===== src/rtl/wb_line_initiator.sv =====
// Wishbone classic initiator: runs one cache-line read/write per bus cycle, with RTY backoff and bounded retry.
// Optional macro WB_TIMEOUT_EN aborts a bus cycle that sees no ACK/RTY within TIMEOUT cycles.
module wb_line_initiator #(
    parameter int DATA_W    = 128,
    parameter int ADR_W     = 28,
    parameter int SEL_W     = DATA_W / 8,
    parameter int MAX_RETRY = 4,
    parameter int BACKOFF   = 2
`ifdef WB_TIMEOUT_EN
    ,parameter int TIMEOUT  = 64
`endif
) (
    input  logic              Clk,
    input  logic              rst,
    input  logic              req_valid,
    output logic              req_ready,
    input  logic              req_we,
    input  logic [ADR_W-1:0]  req_adr,
    input  logic [SEL_W-1:0]  req_sel,
    input  logic [DATA_W-1:0] req_wdata,
    output logic              resp_valid,
    output logic              resp_err,
    output logic [DATA_W-1:0] resp_rdata,
    output logic              CYC,
    output logic              STB,
    output logic              WE,
    output logic [ADR_W-1:0]  ADR,
    output logic [SEL_W-1:0]  SEL,
    output logic [DATA_W-1:0] DAT_M,
    input  logic [DATA_W-1:0] DAT_S,
    input  logic              ACK,
    input  logic              RTY
);

    localparam int RETRY_W = $clog2(MAX_RETRY + 1);
    localparam logic [RETRY_W-1:0] RETRY_LAST = RETRY_W'(MAX_RETRY - 1);
    localparam logic [RETRY_W-1:0] RETRY_MAX  = RETRY_W'(MAX_RETRY);
    localparam int BO_W = (BACKOFF > 1) ? $clog2(BACKOFF) : 1;
    localparam logic [BO_W-1:0] BO_LAST = BO_W'(BACKOFF - 1);
`ifdef WB_TIMEOUT_EN
    localparam int TMO_W = $clog2(TIMEOUT + 1);
    localparam logic [TMO_W-1:0] TMO_LAST = TMO_W'(TIMEOUT - 1);
`endif

    typedef enum logic [1:0] {
        ST_IDLE,
        ST_BUS,
        ST_WAIT,
        ST_DONE
    } state_t;

    state_t              state;
    state_t              next_state;
    logic                fail;
    logic                we_q;
    logic [ADR_W-1:0]    adr_q;
    logic [SEL_W-1:0]    sel_q;
    logic [DATA_W-1:0]   dat_q;
    logic [DATA_W-1:0]   rdata_q;
    logic                err_q;
    logic [RETRY_W-1:0]  retry_cnt;
    logic [BO_W-1:0]     bo_cnt;
`ifdef WB_TIMEOUT_EN
    logic [TMO_W-1:0]    tmo_cnt;
`endif

    // Outputs decode straight from the state register so an async reset drops CYC/STB at once.
    assign req_ready  = (state == ST_IDLE);
    assign CYC        = (state == ST_BUS);
    assign STB        = (state == ST_BUS);
    assign resp_valid = (state == ST_DONE);
    assign resp_err   = (state == ST_DONE) && err_q;
    assign resp_rdata = rdata_q;
    assign WE         = we_q;
    assign ADR        = adr_q;
    assign SEL        = sel_q;
    assign DAT_M      = dat_q;

    always_comb begin
        next_state = state;
        fail       = 1'b0;
        case (state)
            ST_IDLE: begin
                if (req_valid) next_state = ST_BUS;
            end
            ST_BUS: begin
                if (ACK) begin
                    next_state = ST_DONE;
                end else if (RTY) begin
                    if (retry_cnt == RETRY_LAST) begin
                        next_state = ST_DONE;
                        fail       = 1'b1;
                    end else begin
                        next_state = (BACKOFF == 0) ? ST_BUS : ST_WAIT;
                    end
                end
`ifdef WB_TIMEOUT_EN
                else if (tmo_cnt == TMO_LAST) begin
                    next_state = ST_DONE;
                    fail       = 1'b1;
                end
`endif
            end
            ST_WAIT: begin
                if (bo_cnt == BO_LAST) next_state = ST_BUS;
            end
            ST_DONE: next_state = ST_IDLE;
            default: next_state = ST_IDLE;
        endcase
    end

    always_ff @(posedge Clk or posedge rst) begin
        if (rst) state <= ST_IDLE;
        else     state <= next_state;
    end

    // Request fields are captured once at acceptance; reads always present a full byte select.
    always_ff @(posedge Clk or posedge rst) begin
        if (rst) begin
            we_q    <= 1'b0;
            adr_q   <= '0;
            sel_q   <= '0;
            dat_q   <= '0;
            rdata_q <= '0;
            err_q   <= 1'b0;
        end else begin
            if (state == ST_IDLE && req_valid) begin
                we_q  <= req_we;
                adr_q <= req_adr;
                sel_q <= req_we ? req_sel : '1;
                dat_q <= req_wdata;
            end
            if (state == ST_BUS) err_q <= fail;
            if (state == ST_BUS && ACK && !we_q) rdata_q <= DAT_S;
        end
    end

    always_ff @(posedge Clk or posedge rst) begin
        if (rst) begin
            retry_cnt <= '0;
            bo_cnt    <= '0;
`ifdef WB_TIMEOUT_EN
            tmo_cnt   <= '0;
`endif
        end else begin
            if (state == ST_DONE) begin
                retry_cnt <= '0;
            end else if (state == ST_BUS && RTY && !ACK && retry_cnt != RETRY_MAX) begin
                retry_cnt <= retry_cnt + RETRY_W'(1);
            end
            if (state == ST_WAIT) bo_cnt <= bo_cnt + BO_W'(1);
            else                  bo_cnt <= '0;
`ifdef WB_TIMEOUT_EN
            if (state != ST_BUS || RTY) tmo_cnt <= '0;
            else                        tmo_cnt <= tmo_cnt + TMO_W'(1);
`endif
        end
    end

endmodule


===== config.mk =====
export PLATFORM = sky130hd
export DESIGN_NAME = wb_line_initiator
export DESIGN_NICKNAME = d
export VERILOG_FILES = /design/src/rtl/wb_line_initiator.sv
export SDC_FILE = /design/constraint.sdc
export NUM_CORES = 1
export LEC_CHECK = 0
export ABC_AREA = 0
export CORE_AREA = 2 2 236 238
export CTS_CLUSTER_DIAMETER = 80
export DETAILED_ROUTE_END_ITERATION = 16
export DIE_AREA = 0 0 238 240
export GPL_TIMING_DRIVEN = 0
export PLACE_DENSITY = 0.54
export SYNTH_ARGS = -nofsm -noshare
export SYNTH_HDL_FRONTEND = slang
export SYNTH_SLANG_ARGS = --single-unit
export TNS_END_PERCENT = 10

===== constraint.sdc =====
create_clock -name Clk -period 11.55 [get_ports Clk]
set_clock_uncertainty 0.15 [all_clocks]
set_input_delay 2.31 -clock Clk [delete_from_list [all_inputs] [get_ports Clk]]
set_output_delay 2.31 -clock Clk [all_outputs]
set_load 0.01 [all_outputs]

-- Word level (Yosys, flattened, before mapping)
Cells that the tools add are included.
- add/subtract/negate cells: 2
- eq/ne operators: 8
- multiplexer cells: 13
- reduce and logical (&&, ||, !) cells: 12
- operators with widths (operator ; count):
    $mux 16 ; 1
    $mux 2 ; 4
    $pmux 2 s4 ; 1
    $logic_and 1x1->1 ; 7
    $mux 3 ; 2
    $mux 1 ; 5
    $eq 2x2->1 const B ; 2
    $ne 2x2->1 const B ; 2
    $add 3x1->3 const B ; 1
    $eq 3x2->1 const B ; 1
    $ne 3x1->1 const B ; 1
    $ne 3x3->1 const B ; 1
    $reduce_and 3->1 ; 1
    $eq 2x1->1 const B ; 1
    $logic_not 1->1 ; 2
    $logic_not 2->1 ; 1
    $reduce_bool 2->1 ; 1
    $add 1x1->1 const B ; 1
- register bits: 308
- output and inout bits: 306

-- Depth between registers and ports, before layout
Gate-level depths: netlist of the first run.
- word-level depth: 6
- gate-level depth with buffers: 7

-- Worst setup path before layout of the first run
No wires, ideal clock.
- path kind: input to register
- start point: input port req_valid
- end point: register dat_q[10], in the netlist DAT_M[10]
- arrival time: 3218 ps
- data required time: 11275 ps
- slack: 8057 ps
- cell stages on the path: 5
- buffers on the path: 3
- cells stage by stage: nor3b_2 -> buf_2 -> buf_6 -> buf_6 -> mux2_2
- cells in the longest elaborated chain, start to end: 1
- ends and longest elaborated chain (item ; line ; text):
    start: declaration ; 15 ; input logic req_valid,
    $logic_and 1x1->1 ; 127 ; if (state == ST_IDLE && req_valid) begin
    end signal: assignment ; 131 ; dat_q <= req_wdata;
    end: declaration ; 58 ; logic [DATA_W-1:0] dat_q;
No other way between the ends.
A chain may end at the register's enable or synchronous reset.

-- Final worst setup path of the first run
- start point: register state[1]
- end point: output port STB
- cells in the longest elaborated chain, start to end: 1
- ends and longest elaborated chain (item ; line ; text):
    start: declaration ; 52 ; state_t state;
    start signal: assignment ; 114 ; else state <= next_state;
    $eq 2x1->1 ; 70 ; assign STB = (state == ST_BUS);
    end: declaration ; 25 ; output logic STB,
No other way between the ends.

==> reports/qor.txt, run 1 <==
max frequency: 223 MHz
hpwl dp: 29700 um
minimum clock period: 4.48 ns
initial antenna violation count: 0
final number of max-transition violations: 0
CTS tree: yes
crit path DAT: 2.02 ns
endpoints failing setup: 0
DR DRC count: 0
First-pass DRT Iterations: 4
# IOs: 612
LEAKAGE: 8.21 nW
# placed instances: 2029
ANT cells: 0
# port buffers: 610
die area: 0.0571 sq mm
Reg area: 0.00771 sq mm
Netlist cell types: 27
area of the multi-input gates: 0.00358 sq mm
Syn. warnings: 0
DRT iter0 DRCs: 220
Final Hold Vio Count: 0
CP startpoint kind: register
number of buffers on the longest clock path: 3
Nets: 1674
mapped cell area: 0.0118 sq mm
P&R area growth vs syn: 70.4%
crit path setup slack, layout: 7.07 ns
core footprint: 0.0547 sq mm
drt total wl: 38300 um
antenna violation net count after detailed routing: 0
RSZ-0062 raised after global routing: false
VDD IR max: 0.000160 V
reg-to-reg setup timing slack: 9.27 ns
Seq cells post-synth: 308
Final Total Pwr: 0.00558 W
syn nets: 1022
switching fraction of total power: 30.1%
reg-to-reg endpoint: DAT_M[32]
Post-Synthesis Cells: 713
Clk Latency, worst-skew pair: 0.53 ns
Reg-to-Reg Start: state[0]
vias in the first global route: 9042
Mean Syn Cell Area: 16.5 sq um
first-pass GRT wire length: 56300 um
Clock H-tree levels: 2
fin crit share: 38.7%
# clock sinks: 308
Worst setup EP type: primary output
combinational power share: 44.5%
Reg2Reg Depth: 6
Die H: 240 um
initial core utilization: 21.5%
Fin Hold WS: 0.290 ns
hold endpoint: bo_cnt
worst slew pin tran: 0.720 ns
Root Driver: clkbuf_16
Layout Cells excl Fill: 2097
Critical Path RT: 9.09 ns
post-CTS setup buffers: 0
post-cts hold buffer count: 0
Sequential Power Share: 34.4%
Fillers: 5280
GRT Total Usage: 13.0%
Max Cap Viol: 0
sw power: 0.00168 W
relative slew slack: 52.0%
GR Overflow Total: 0
clock power share: 21.1%
Worst-path clk slew: 0.05 ns
outcome: finished clean
Die W: 238 um
Vias/cell: 3.98
Worst Hold Class: reg2reg
Vias: 8339
worst hold start: bo_cnt
cell internal pwr: 0.00390 W
pre-CTS setup slack: 6.89 ns
GPL Wtd Cong: 0.761
CTS-repair resized insts: 0
Max Fanout on Critical Path: 8
CTS buffer count: 38
share of cells above drive strength 1: 27.9%
hold path cells: 1
largest net degree at the start of global routing: 114
DR WL/cell: 18.3 um
CP Class: reg2out
row cnt: 86
register area share after synthesis: 65.5%
power per cell area: 278 mW/mm^2
-- power groups by stage --
stage | Combinational, W | Clock, W | Sequential [W]
after floorplan | 0.000799 | 0 | 0.00216
after global placement | 0.00251 | 0 | 0.00192
after global routing | 0.00264 | 0.00127 | 0.00199
after CTS | 0.00254 | 0.00122 | 0.00193
after detailed placement | 0.00253 | 0 | 0.00193
final | 0.00248 | 0.00118 | 0.00192
-- cells by family (layout without fill, tap and decap cells) --
kind of cell / after synthesis / after routing / synth area share (%)
multiplexers: 288 / 288 / 27.5
flip-flops: 308 / 308 / 65.5
adder cells (fa/ha/maj): 3 / 3 / 0.319
buffers and inverters: 62 / 742 / 4.08
AND/OR/NAND/NOR: 31 / 31 / 1.41
AO/OA/AOI/OAI: 21 / 21 / 1.18
-- metrics by stage --
| step | TNS [ns] | util (%) | instance area (sq um) |
|---|---|---|---|
| after floorplan | 0 | - | 11800 |
| after global placement | -1169.11 | 34.3 | 18800 |
| after detailed placement | 0 | 34.4 | 18800 |
| after CTS | 0 | 36.7 | 20100 |
| after global routing | 0 | 36.7 | 20100 |
| final | 0 | 36.7 | 20100 |
-- critical path, stage by stage (launching register included) --
cell and delay [ns]:
dfrtp_1 0.46, nand2b_4 0.22, inv_1 0.15, buf_4 0.14, clkdlybuf4s50_1 0.52
-- cell usage after synthesis --
master | instances | share of area (%)
buf_4 | 5 | 0.32
ha_1 | 3 | 0.32
mux2i_1 | 3 | 0.26
mux2_2 | 285 | 27
and3_2 | 1 | 0.064
buf_6 | 10 | 0.96
nor2_1 | 19 | 0.61
clkbuf_1 | 1 | 0.032
nand2b_1 | 2 | 0.11
buf_2 | 9 | 0.38
buf_12 | 2 | 0.34
clkbuf_8 | 11 | 1.3
nand3b_1 | 1 | 0.064
a211o_2 | 1 | 0.085
nor3b_4 | 1 | 0.16
buf_1 | 1 | 0.032
inv_1 | 23 | 0.73
nor3b_2 | 1 | 0.11
a31oi_1 | 16 | 0.85
nand2_1 | 4 | 0.13
a22o_2 | 1 | 0.085
nor3b_1 | 1 | 0.064
o21bai_1 | 1 | 0.064
dfrtp_1 | 308 | 65
nand2b_4 | 1 | 0.12
o21ai_0 | 1 | 0.042
o22ai_1 | 1 | 0.053
-- placed cells by master, fill, tap and decap left out, drive strengths merged --
master / count
clkinv: 5
ha: 3
o22ai: 1
clkbuf: 70
o21bai: 1
nand3b: 1
a31oi: 16
mux2: 285
o21ai: 1
buf: 29
bufinv: 2
a22o: 1
dfrtp: 308
a211o: 1
inv: 25
clkinvlp: 1
nor3b: 3
and3: 1
nor2: 19
nand2: 4
nand2b: 3
clkdlybuf4s50: 610
mux2i: 3
-- routing by layer --
layer	track usage, %	vias up	wire [um]
li1	-	3810	-
met1	14.2	4142	14300
met2	23.8	329	20300
met3	4.13	58	2900
met4	4.07	0	945
met5	0	-	0
-- layout make-up --
cell class | instances | share of cell area (%)
buffer | 39 | 1.97
clock buffer | 58 | 5.62
inverter | 23 | 0.468
clock inverter | 10 | 0.549
tap | 704 | 4.39
sequential | 308 | 38.4
timing repair buffer | 612 | 30.7
multi-input combinational | 343 | 17.9
-- how the worst max path moves through the flow --
stage,start,to,slack [ns],depth (start not counted)
floorplan,rst,ADR[0],0.57,1
global placement,rst,DAT_M[123],-3.85,2
detailed placement,req_valid,DAT_M[33],6.89,6
CTS,state[1],STB,7.02,4
global route,state[1],STB,7.00,4
finish,state[1],STB,7.07,4
-- sequential cells by signal, indices dropped and copies added, names as in the netlist, 2 cells and up --
| signal | count |
|---|---|
| resp_rdata | 128 |
| ADR | 28 |
| SEL | 16 |
| retry_cnt | 3 |
| DAT_M | 128 |
| state | 2 |
Power figures use the tool's default switching activity.
==> run 2, diff against run 1 <==
--- a/config.mk
+++ b/config.mk
@@ -11,7 +11,7 @@
 export DETAILED_ROUTE_END_ITERATION = 16
 export DIE_AREA = 0 0 238 240
 export GPL_TIMING_DRIVEN = 0
-export PLACE_DENSITY = 0.54
+export PLACE_DENSITY = 0.52
 export SYNTH_ARGS = -nofsm -noshare
 export SYNTH_HDL_FRONTEND = slang
 export SYNTH_SLANG_ARGS = --single-unit
==> constraint.sdc (replaced) <==
create_clock -name Clk -period 4.4 [get_ports Clk]
set_clock_uncertainty 0.15 [all_clocks]
set_input_delay 0.88 -clock Clk [delete_from_list [all_inputs] [get_ports Clk]]
set_output_delay 0.88 -clock Clk [all_outputs]
set_load 0.01 [all_outputs]
==> run 2 against run 1 <==
  * Combinational power rose to 2.6 times the previous value
  * Sequential power increased to 2.6 times the previous value
  * Power increased to 2.6 times the previous value
  * Wire length is 1.1% higher
  * Critical path depth is the same
  * Register-to-register slack worse by 6.9 ns
  * Die area unchanged
  * Sequential cell count stayed put
  * Highest routed layer unchanged
==> reports/qor.txt, run 2 (synthesis results as in run 1) <==
critical-path cell list: nand2b_4 -> inv_1 -> buf_4 -> clkdlybuf4s50_1
CP startpoint kind: register
Max Fanout on Critical Path: 8 (unchanged)
CP Class: reg2out
ANT cells: 0 (unchanged)
CTS-repair resized insts: 0 (unchanged)
First-pass DRT Iterations: 5 (+1)
design area: 0.0201 sq mm (+0.38%)
Worst setup EP type: primary output
final number of max-transition violations: 0 (unchanged)
outcome: finished clean
share of cells above drive strength 1: 28.2% (+0.39 points)
P&R area growth vs syn: 71.1%
Vias: 8311 (-0.34%)
Die H: 240 um (unchanged)
DR WL/cell: 18.5 um (+1.0%)
endpoints failing setup: 0 (unchanged)
routing usage on met3: 4.51% (+0.38 points)
initial core utilization: 21.5% (unchanged)
GR Overflow Total: 0 (unchanged)
Fillers: 5262 (-0.34%)
core footprint: 0.0547 sq mm (unchanged)
Clock H-tree levels: 2 (unchanged)
Final Total Pwr: 0.0146 W (+160%)
CTS buffer count: 39 (+2.6%)
Cell Area, Placed: 0.0189 sq mm (+0.54%)
post-CTS setup buffers: 0 (unchanged)
Nets: 1681 (+0.42%)
max frequency: 340 MHz
die area: 0.0571 sq mm (unchanged)
DRT iter0 DRCs: 212 (-3.6%)
Worst Hold Class: reg2reg
reg-to-reg setup timing slack: 2.33 ns (-6.94 ns)
minimum clock period: 2.94 ns
drt total wl: 38800 um (+1.1%)
Final Util: 36.8% (+0.14 points)
GPL Wtd Cong: 0.753 (-1.1%)
crit path DAT: 1.91 ns (-0.11 ns)
largest net degree at the start of global routing: 40 (-65%)
Die W: 238 um (unchanged)
largest stage delay on the critical path: 0.52 ns (about the same)
busiest grt layer: met2
number of buffers on the longest clock path: 3 (unchanged)
VDD IR max: 0.000354 V (+120%)
hpwl dp: 30400 um (+2.6%)
first-pass GRT wire length: 57400 um (+2.0%)
# clock sinks: 308 (unchanged)
Worst-path clk slew: 0.06 ns (about the same)
GR Util met1: 15.1% (+0.90 points)
power per cell area: 724 mW/mm^2 (+160%)
initial antenna violation count: 0 (unchanged)
CTS tree: yes
GRT Total Usage: 13.2% (+0.21 points)
Vias/cell: 3.96 (-0.43%)
slowest cell on the critical path: clkdlybuf4s50_1
global-route met2 utilization: 23.3% (-0.50 points)
Root Driver: clkbuf_16
DR DRC count: 0 (unchanged)
LEAKAGE: 8.24 nW (+0.43%)
leading cell type in the layout, fill and taps excluded: clkdlybuf4s50_1
RSZ-0062 raised after global routing: false
worst slew pin tran: 0.710 ns (-0.0102 ns)
# port buffers: 610 (unchanged)
vias in the first global route: 9113 (+0.79%)
antenna violation net count after detailed routing: 0 (unchanged)
fin crit share: 66.9%
Max Cap Viol: 0 (unchanged)
relative slew slack: 52.6% (+0.58 points)
commonest non-fill, non-tap cells in the layout: 610 x clkdlybuf4s50_1, 308 x dfrtp_1, 285 x mux2_2
post-cts hold buffer count: 0 (unchanged)
# IOs: 612 (unchanged)
Critical Path RT: 3.37 ns (-5.72 ns)
row cnt: 86 (unchanged)
Final Hold Vio Count: 0 (unchanged)
Clk Latency, worst-skew pair: 0.53 ns (about the same)
==> run 2: final timing paths <==
kind	endpoint	from	depth (start not counted)
worst max-delay path	STB	state[1]	4
worst min-delay path	bo_cnt	bo_cnt	1
worst max register to register	DAT_M[29]	state[0]	6
worst min register to register	bo_cnt	bo_cnt	1
max in group asynchronous	DAT_M[126]	rst	6
min in group asynchronous	DAT_M[28]	rst	2
==> run 2: final cells by class <==
| cell class | count | area, sq um | area share (%) |
|---|---|---|---|
| Buffer | 39 | 394 | 1.96 |
| Clock buffer | 55 | 1150 | 5.71 |
| Clock inverter | 9 | 63.8 | 0.317 |
| Inverter | 23 | 90.1 | 0.447 |
| Multi-Input combinational cell | 343 | 3580 | 17.8 |
| Sequential cell | 308 | 7710 | 38.3 |
| Tap cell | 704 | 881 | 4.38 |
| Timing Repair Buffer | 618 | 6270 | 31.1 |
==> run 2: per-stage QoR <==
step                      TNS [ns]  instances  hold slack, ns  worst slack (ns)
after floorplan            -224.52        713           0.266            -0.729
after detailed placement         0       2035           0.288              1.36
after global routing             0       2099           0.322              1.34
after CTS                        0       2099           0.297              1.38
after global placement    -1006.98       2027           0.277             -3.32
final                            0       2099           0.300              1.46
==> run 2: per-layer routing <==
| layer | vias up | routed length (um) | part of all wire [%] |
|---|---|---|---|
| met2 | 340 | 20000 | 52 |
| met3 | 53 | 3190 | 8.2 |
| met1 | 4111 | 14800 | 38 |
| met4 | 0 | 772 | 2.0 |
| met5 | - | 0 | 0 |
| li1 | 3807 | - | - |
==> run 2: worst max-delay path: cells and delay by family, from the launching register on <==
family                 cells  cell delay [ns]
DFF                        1             0.44
buffers and inverters      3             0.73
and+or+nand+nor            1             0.21
==> run 2: report_power, final <==
group / switching (W) / leakage, nW / internal, W
combinational: 0.00243 / 4.01 / 0.00409
sequential: 0.000742 / 3.63 / 0.00427
clock: 0.00124 / 0.600 / 0.00181
==> run 3, diff against run 2 <==
--- a/config.mk
+++ b/config.mk
@@ -11,7 +11,7 @@
 export DETAILED_ROUTE_END_ITERATION = 16
 export DIE_AREA = 0 0 238 240
 export GPL_TIMING_DRIVEN = 0
-export PLACE_DENSITY = 0.52
+export PLACE_DENSITY = 0.54
 export SYNTH_ARGS = -nofsm -noshare
 export SYNTH_HDL_FRONTEND = slang
 export SYNTH_SLANG_ARGS = --single-unit
==> constraint.sdc (replaced) <==
create_clock -name Clk -period 2.7 [get_ports Clk]
set_clock_uncertainty 0.15 [all_clocks]
set_input_delay 0.54 -clock Clk [delete_from_list [all_inputs] [get_ports Clk]]
set_output_delay 0.54 -clock Clk [all_outputs]
set_load 0.01 [all_outputs]
==> run 3 against run 2 <==
  * Global-route usage is 0.14 points lower
  * Sequential share of layout area shrank 0.077 points
  * Largest cell class unchanged
  * Core utilization up 0.080 points
  * Largest power group unchanged
==> reports/qor.txt, run 3 (synthesis results as in run 1) <==
Final Total Pwr: 0.0238 W (+63%)
P&R area growth vs syn: 71.4%
row cnt: 86 (unchanged)
Vias/cell: 3.96 (about the same)
Clk Latency, worst-skew pair: 0.55 ns (+0.02 ns)
critical-path cell list: nand2b_4 -> inv_2 -> buf_4 -> clkdlybuf4s50_1
largest stage delay on the critical path: 0.52 ns (about the same)
hold path cells: 2 (+1)
design area: 0.0202 sq mm (+0.22%)
vias in the first global route: 8991 (-1.3%)
Max Cap Viol: 0 (unchanged)
fin crit share: 96.3%
Worst Hold Class: in2reg
CP Class: reg2out
share of cells above drive strength 1: 28.6% (+0.33 points)
max frequency: 385 MHz
initial core utilization: 21.5% (unchanged)
die area: 0.0571 sq mm (unchanged)
Nets: 1683 (+0.12%)
reg-to-reg setup timing slack: 0.44 ns (-1.89 ns)
Fillers: 5243 (-0.36%)
Reg area: 0.00771 sq mm (about the same)
Final Util: 36.9% (+0.080 points)
hold endpoint: SEL[14]
slowest cell on the critical path: clkdlybuf4s50_1
largest net degree at the start of global routing: 41 (+2.5%)
number of buffers on the longest clock path: 3 (unchanged)
Reg2Reg Depth: 6 (unchanged)
DR DRC count: 0 (unchanged)
# port buffers: 610 (unchanged)
reg-to-reg endpoint: DAT_M[15]
endpoints failing setup: 0 (unchanged)
GRT Total Usage: 13.0% (-0.14 points)
Cell Area, Placed: 0.0189 sq mm (unchanged)
outcome: finished clean
first-pass GRT wire length: 56300 um (-1.9%)
power per cell area: 1180 mW/mm^2 (+63%)
DRT iter0 DRCs: 183 (-14%)
Reg-to-Reg Start: state[1]
# IOs: 612 (unchanged)
Die W: 238 um (unchanged)
LEAKAGE: 8.26 nW (+0.19%)
antenna violation net count after detailed routing: 0 (unchanged)
core footprint: 0.0547 sq mm (unchanged)
GR Overflow Total: 0 (unchanged)
Vias: 8352 (+0.49%)
Critical Path RT: 2.01 ns (-1.36 ns)
Final Hold Vio Count: 0 (unchanged)
VDD IR max: 0.000612 V (+73%)
post-cts hold buffer count: 0 (unchanged)
Clock H-tree levels: 2 (unchanged)
family with the most delay on the worst path: buffers and inverters
initial antenna violation count: 5 (+5)
DR WL/cell: 18.3 um (-1.1%)
CTS buffer count: 39 (unchanged)
Root Driver: clkbuf_16
worst hold start: req_we
RSZ-0062 raised after global routing: false
area of the multi-input gates: 0.00358 sq mm (unchanged)
CP startpoint kind: register
worst slew pin tran: 0.753 ns (+0.0431 ns)
# clock sinks: 308 (unchanged)
final number of max-transition violations: 0 (unchanged)
First-pass DRT Iterations: 4 (-1)
Max Fanout on Critical Path: 6 (-2)
CTS tree: yes
Die H: 240 um (unchanged)
Setup TNS Final: 0 ns (unchanged)
Worst setup EP type: primary output
Worst-path clk slew: 0.06 ns (about the same)
commonest non-fill, non-tap cells in the layout: 610 x clkdlybuf4s50_1, 307 x dfrtp_1, 285 x mux2_2
drt total wl: 38500 um (-0.65%)
hpwl dp: 30300 um (-0.63%)
relative slew slack: 49.7% (-2.9 points)
minimum clock period: 2.60 ns
GPL Wtd Cong: 0.753 (about the same)
leading cell type in the layout, fill and taps excluded: clkdlybuf4s50_1
crit path DAT: 1.91 ns (about the same)
CP bufs+invs: 3 (unchanged)
==> run 3: cell types whose count changed in the layout (fill, tap and decap cells not counted), sizes merged <==
cell	change
buf	+2
diode	+4
inv	-2
clkinv	+3
clkbuf	+2
==> run 3: layout make-up <==
cell class,count,share of cell area [%]
antenna,4,0.0496
buffer,39,1.95
clock buffer,57,5.78
clock inverter,10,0.316
inverter,23,0.446
multi-input combinational,343,17.8
sequential,308,38.2
tap,704,4.37
timing repair buffer,620,31.1
==> run 3: how the worst max path moves through the flow <==
stage	startpoint	end	slack (ns)	depth (start not counted)
2_1_floorplan	rst	ADR[0]	-2.09	1
3_3_place_gp	rst	resp_rdata[112]	-4.61	2
3_5_place_dp	rst	resp_rdata[112]	-0.29	7
4_1_cts	state[1]	STB	0.03	4
5_1_grt	state[1]	STB	0.02	4
6_report	state[1]	STB	0.10	4
==> run 3: per-layer routing <==
| layer | GRT usage, % | part of all wire [%] | wire (um) |
|---|---|---|---|
| met1 | 14.5 | 38 | 14600 |
| met2 | 23.0 | 51 | 19600 |
| met3 | 4.73 | 8.7 | 3340 |
| met4 | 4.55 | 2.8 | 1060 |
| met5 | 0 | 0.067 | 26 |
==> run 3: per-stage QoR <==
stage	cells	setup WS, ns	hold WS [ns]
CTS	2102	0.0310	0.249
global placement	2027	-4.61	0.279
detailed placement	2035	-0.292	0.282
finish	2108	0.101	0.270
global route	2105	0.0246	0.309
floorplan	713	-2.09	0.266
==> run 3: report_power, final <==
group / leakage, nW / total [W] / switching, W / internal, W
clock network: 0.608 / 0.00498 / 0.00200 / 0.00299
logic: 4.02 / 0.0106 / 0.00395 / 0.00668
registers: 3.63 / 0.00817 / 0.00121 / 0.00696
total: 8.26 / 0.0238 / 0.00716 / 0.0166
==> run 3: what timing repair did <==
item / 4_1_cts / 5_1_grt
resized for setup: 2 / 0
hold endpoints to repair: 0 / 0
setup buffers: 0 / 2
setup endpoints to repair: 1 / 1
